==> src/rtl/ps2_receiver.sv <==
// PS/2 device-to-host receiver: synchronise and glitch-filter the raw pins, deframe 11-bit frames into byte strobes.
// Optional break-code folding (0xF0 prefix sets brk on the next byte) is enabled by defining PS2_RX_BREAK_DECODE_EN.
module ps2_receiver #(
    parameter int FILTER_LEN  = 8,
    parameter int TIMEOUT_CYC = 100000
) (
    input  logic       clk,
    input  logic       not_rst,
    input  logic       ps2_clk,
    input  logic       ps2_dat,
    output logic [7:0] data,
    output logic       valid,
    output logic       err,
    output logic       brk
);

    localparam int FW = $clog2(FILTER_LEN + 1);
    localparam int TW = $clog2(TIMEOUT_CYC + 1);

    typedef enum logic [1:0] {IDLE, DATA, PARITY, STOP} state_t;

    // bit 0 = clock line, bit 1 = data line
    logic [1:0] raw;
    logic [1:0] filt;
    assign raw = {ps2_dat, ps2_clk};

    for (genvar gi = 0; gi < 2; gi++) begin : g_line
        logic          sync1_reg;
        logic          sync2_reg;
        logic          filt_reg;
        logic [FW-1:0] cnt_reg;

        always_ff @(posedge clk or negedge not_rst) begin
            if (!not_rst) begin
                sync1_reg <= 1'b1;
                sync2_reg <= 1'b1;
                filt_reg  <= 1'b1;
                cnt_reg   <= FW'(1);
            end else begin
                sync1_reg <= raw[gi];
                sync2_reg <= sync1_reg;
                if (sync2_reg == filt_reg) begin
                    cnt_reg <= '0;
                end else if (cnt_reg == FW'(FILTER_LEN - 1)) begin
                    filt_reg <= sync2_reg;
                    cnt_reg  <= '0;
                end else begin
                    cnt_reg <= cnt_reg + FW'(1);
                end
            end
        end

        assign filt[gi] = filt_reg;
    end

    logic          clk_prev_reg;
    logic          fall;
    state_t        state_reg, state_next;
    logic [2:0]    bit_cnt_reg, bit_cnt_next;
    logic [7:0]    shift_reg, shift_next;
    logic          parity_reg, parity_next;
    logic [TW-1:0] to_cnt_reg, to_cnt_next;
    logic [7:0]    data_reg, data_next;
    logic          valid_reg, valid_next;
    logic          err_reg, err_next;
    logic          frame_good;

    assign fall       = clk_prev_reg & ~filt[0];
    assign frame_good = filt[1] & (^{shift_reg, parity_reg});

`ifdef PS2_RX_BREAK_DECODE_EN
    logic pend_reg, pend_next;
    logic brk_reg, brk_next;
`endif

    always_ff @(posedge clk or negedge not_rst) begin
        if (!not_rst) begin
            clk_prev_reg <= 1'b1;
            state_reg    <= IDLE;
            bit_cnt_reg  <= '0;
            shift_reg    <= '0;
            parity_reg   <= 1'b0;
            to_cnt_reg   <= '0;
            data_reg     <= '0;
            valid_reg    <= 1'b0;
            err_reg      <= 1'b0;
`ifdef PS2_RX_BREAK_DECODE_EN
            pend_reg     <= 1'b0;
            brk_reg      <= 1'b0;
`endif
        end else begin
            clk_prev_reg <= filt[0];
            state_reg    <= state_next;
            bit_cnt_reg  <= bit_cnt_next;
            shift_reg    <= shift_next;
            parity_reg   <= parity_next;
            to_cnt_reg   <= to_cnt_next;
            data_reg     <= data_next;
            valid_reg    <= valid_next;
            err_reg      <= err_next;
`ifdef PS2_RX_BREAK_DECODE_EN
            pend_reg     <= pend_next;
            brk_reg      <= brk_next;
`endif
        end
    end

    always_comb begin
        state_next   = state_reg;
        bit_cnt_next = bit_cnt_reg;
        shift_next   = shift_reg;
        parity_next  = parity_reg;
        data_next    = data_reg;
        valid_next   = 1'b0;
        err_next     = 1'b0;
        to_cnt_next  = (state_reg == IDLE || fall) ? '0 : to_cnt_reg + TW'(1);
`ifdef PS2_RX_BREAK_DECODE_EN
        pend_next    = pend_reg;
        brk_next     = brk_reg;
`endif
        if (fall) begin
            case (state_reg)
                IDLE: begin
                    if (!filt[1]) begin
                        state_next   = DATA;
                        bit_cnt_next = '0;
                    end
                end
                DATA: begin
                    shift_next   = {filt[1], shift_reg[7:1]};
                    bit_cnt_next = bit_cnt_reg + 3'd1;
                    if (bit_cnt_reg == 3'd7) state_next = PARITY;
                end
                PARITY: begin
                    parity_next = filt[1];
                    state_next  = STOP;
                end
                STOP: begin
                    state_next = IDLE;
                    if (frame_good) begin
`ifdef PS2_RX_BREAK_DECODE_EN
                        if (shift_reg == 8'hF0) begin
                            pend_next = 1'b1;
                        end else begin
                            valid_next = 1'b1;
                            data_next  = shift_reg;
                            // an extended-code prefix passes through and keeps any pending break
                            if (shift_reg == 8'hE0) begin
                                brk_next = 1'b0;
                            end else begin
                                brk_next  = pend_reg;
                                pend_next = 1'b0;
                            end
                        end
`else
                        valid_next = 1'b1;
                        data_next  = shift_reg;
`endif
                    end else begin
                        err_next = 1'b1;
`ifdef PS2_RX_BREAK_DECODE_EN
                        pend_next = 1'b0;
`endif
                    end
                end
                default: state_next = IDLE;
            endcase
        end else if (state_reg != IDLE && to_cnt_reg == TW'(TIMEOUT_CYC)) begin
            err_next    = 1'b1;
            state_next  = IDLE;
            to_cnt_next = '0;
`ifdef PS2_RX_BREAK_DECODE_EN
            pend_next   = 1'b0;
`endif
        end
    end

    assign data  = data_reg;
    assign valid = valid_reg;
    assign err   = err_reg;
`ifdef PS2_RX_BREAK_DECODE_EN
    assign brk   = brk_reg;
`else
    assign brk   = 1'b0;
`endif

endmodule

==> config.mk <==
export PLATFORM = sky130hd
export DESIGN_NAME = ps2_receiver
export DESIGN_NICKNAME = d
export VERILOG_FILES = /design/src/rtl/ps2_receiver.sv
export SDC_FILE = /design/constraint.sdc
export NUM_CORES = 1
export LEC_CHECK = 0
export CAP_MARGIN = 40
export CORE_MARGIN = 4
export CORE_UTILIZATION = 65
export CTS_BUF_LIST = sky130_fd_sc_hd__clkbuf_4
export CTS_CLUSTER_SIZE = 20
export DETAILED_ROUTE_END_ITERATION = 10
export GPL_TIMING_DRIVEN = 0
export HOLD_SLACK_MARGIN = 0.05
export PLACE_DENSITY = 0.95
export SLEW_MARGIN = 20
export SYNTH_ARGS = -nofsm -noshare
export SYNTH_HDL_FRONTEND = slang
export SYNTH_SLANG_ARGS = --single-unit
==> constraint.sdc <==
create_clock -name clk -period 4.47 [get_ports clk]
set_input_delay 1.341 -clock clk [delete_from_list [all_inputs] [get_ports clk]]
set_output_delay 1.341 -clock clk [all_outputs]
set_load 0.005 [all_outputs]
==> results by group <==
Outcome
  • Status: finished clean

GRT
  • Total GRT Usage: ~20%
  • Vias in the first global route: about 1700
  • Global-route wire length before repair: just under 8 mm
  • Initial antenna violation count: 0
  • Largest net degree at the start of global routing: 57
  • Global-route congestion overflow total: 0

Detailed routing
  • Via count: roughly 1700
  • Initial DRT Pass Iterations: 4
  • Post-DRT Antenna Nets: 0
  • DRC: 0
  • Avg Vias per Cell: approximately 5.7
  • Drt total wl: about 4.3 mm
  • WL per Instance: around 15 um
  • First DRT Iteration DRCs: approximately 100

Floorplan
  • DIE AREA: roughly 5000 um^2
  • Placement Rows: 22
  • Die Wd: ~71 um
  • Core Box Area: 3744 um^2
  • Initial Util: between 60% and 70%
  • Die Span Y: ~70 um
  • I/O Pins: 15

Clock network
  • Reg clk slew, reported paths: 0.15 ns
  • CTS resizes: 0
  • Bufs on Longest Clock Path: 2
  • CTS H-tree lvls: 2
  • Worst skew pair latency: approximately 0.38 ns
  • CTS tree: done
  • Num CTS Buffers: 5
  • Clk root buf: clkbuf_4
  • Cts hold-fix bufs: 0
  • Clock sinks: 56
  • Post-CTS setup buffers: 0

Yosys
  • Post-Synthesis Cells: between 200 and 250
  • Post-Syn Area per Cell: ~12 um^2
  • Ys Warns: 0
  • Synth top area cells: dfrtp_1 45%, dfstp_2 9.1%, mux2_2 8.3%
  • Post-synthesis sequential area ratio: between 50 and 60%
  • Fraction of registers with async set or reset after synthesis: 100.0%
  • Post-synth EDFFs: 0
  • Number of library cell types mapped by synthesis: 37
  • Top-area cell type share of the netlist area: between 40 and 50%
  • Netlist Area Pre-Place: 2592 um^2
  • Register bit count reported by yosys: 56
  • Mapped Nets: ~240
  • Cell taking the most area after synthesis: dfrtp_1
  • Ys flop type: dfrtp_1

Setup path
  • Critical Path RT: 3.13 ns
  • Worst stage delay on the critical path: roughly 0.50 ns
  • CP arrival: around 1.3 ns
  • CP max-delay cell: clkdlybuf4s50_1
  • Top Family by Delay on Critical Path: buffers and inverters
  • Crit start category: flop
  • Critical path, cell by cell: clkdlybuf4s50_1
  • CP Buf/Inv Count: 1
  • Critical path class: flop to output pin
  • Crit-path max FO: 2
  • Worst Setup End Kind: output pin

Finish
  • Largest register FFs: 17
  • Final design utilization: between 70 and 80%
  • Final nets: between 200 and 300
  • Layout area overhead: 9.411%
  • # diodes: 0
  • Layout cells sized above 1: between 15 and 20%
  • Post-route cell area: ~2800 um^2

STA
  • Final setup fails: 0
  • Max Clock Freq: between 300 and 400 MHz
  • Unrepaired setup endpoints after global routing: false
  • Clock period minus worst slack: 2.599 ns
  • Setup tns final: 0 ns
  • Slew Viols, Final: 0
  • Rel. slew slack: between 50% and 60%
  • Layout Skew: approximately 0.007 ns
  • Worst-Margin Slew: around 0.67 ns
  • Final Hold Vio Count: 0
  • Fin crit share: roughly three fifths

Placed design
  • DP HPWL: 3.093 mm
  • Post-DP Area: roughly 2800 um^2
  • GP Congestion: about 0.77
  • Port-buffer cells: 13

Job
  • Maxcap violations: 0

Hold path
  • Min-Delay Path Class: flop to flop

Power and ir drop
  • Peak supply drop: roughly 0.33 mV
  • Leakage: approximately 1.3 nW
  • Power Density: 436.0 nW/um^2
==> synthesized netlist by cell type, types with 6 or more instances <==
cell type,instances
nor2_1,26
nand3_1,8
a21oi_1,6
dfstp_2,9
nand2_1,17
xnor2_1,14
ha_1,10
xor2_1,10
dfrtp_1,47
nor3_1,8
mux2_2,19
inv_1,6
==> through the flow <==
stage | setup WS [ns] | instances | power (mW) | hold slack, ns
after floorplan | 2.701 | 224 | 0.9259 | 0.3452
after global placement | 0.4620 | 285 | 0.9962 | 0.3468
after detailed placement | 2.286 | 285 | 1.026 | 0.3468
after CTS | 1.848 | 293 | 1.242 | 0.3669
after global routing | 1.804 | 293 | 1.319 | 0.3696
final | 1.871 | 293 | 1.237 | 0.3665
==> metal layers <==
metal	track usage, %	vias up	wire length, um
li1	-	796	-
met1	25.45	828	1892
met2	31.43	38	2176
met3	3.693	11	183
met4	9.395	0	96
met5	0	-	0
==> logic make-up after synthesis <==
logic type,Yosys count,share of synthesized area [%]
AO/OA/AOI/OAI,14,3.282
multiplexers,20,8.639
buffers and inverters,12,2.027
flip-flops,56,54.49
other,1,0.1446
adder cells (fa/ha/maj),10,4.826
XOR/XNOR,26,9.604
AND/OR/NAND/NOR,85,16.99
==> cell type report <==
class | instances | area (um^2)
plain buffers | 6 | 30.03
repair buffers | 13 | 127.6
clock inverters | 2 | 11.26
well taps | 48 | 60.06
flip-flops and latches | 56 | 1413
fillers | 250 | 907.1
clock buffers | 6 | 45.04
multi-input cells | 156 | 1127
inverters | 6 | 22.52
==> power breakdown <==
part	switching, mW	total [mW]	internal, mW	leakage, nW
Combinational	0.211	0.358	0.146	0.552
Sequential	0.0656	0.658	0.592	0.737
Clock	0.155	0.221	0.0664	0.0293
==> final timing paths <==
check                               startpoint                    to  slack [ns]  depth (start not counted)
max                                    data[3]               data[3]        1.87                          1
min                        g_line[1].sync1_reg   g_line[1].sync2_reg        0.37                          0
max reg2reg                       state_reg[1]        to_cnt_reg[11]        2.49                          7
min reg2reg                g_line[1].sync1_reg   g_line[1].sync2_reg        0.37                          0
max in group asynchronous              not_rst  g_line[0].cnt_reg[1]        3.05                          1
min in group asynchronous              not_rst  g_line[1].cnt_reg[1]        0.98                          1
==> layout by cell type (no fill, tap or decap), types with 9 or more instances in the layout <==
cell type / count
clkdlybuf4s50_1: 12
dfrtp_1: 47
dfstp_2: 9
ha_1: 10
mux2_2: 19
nand2_1: 17
nor2_1: 26
xnor2_1: 14
xor2_1: 10
No activity file was read; power rests on OpenSTA's default activity.
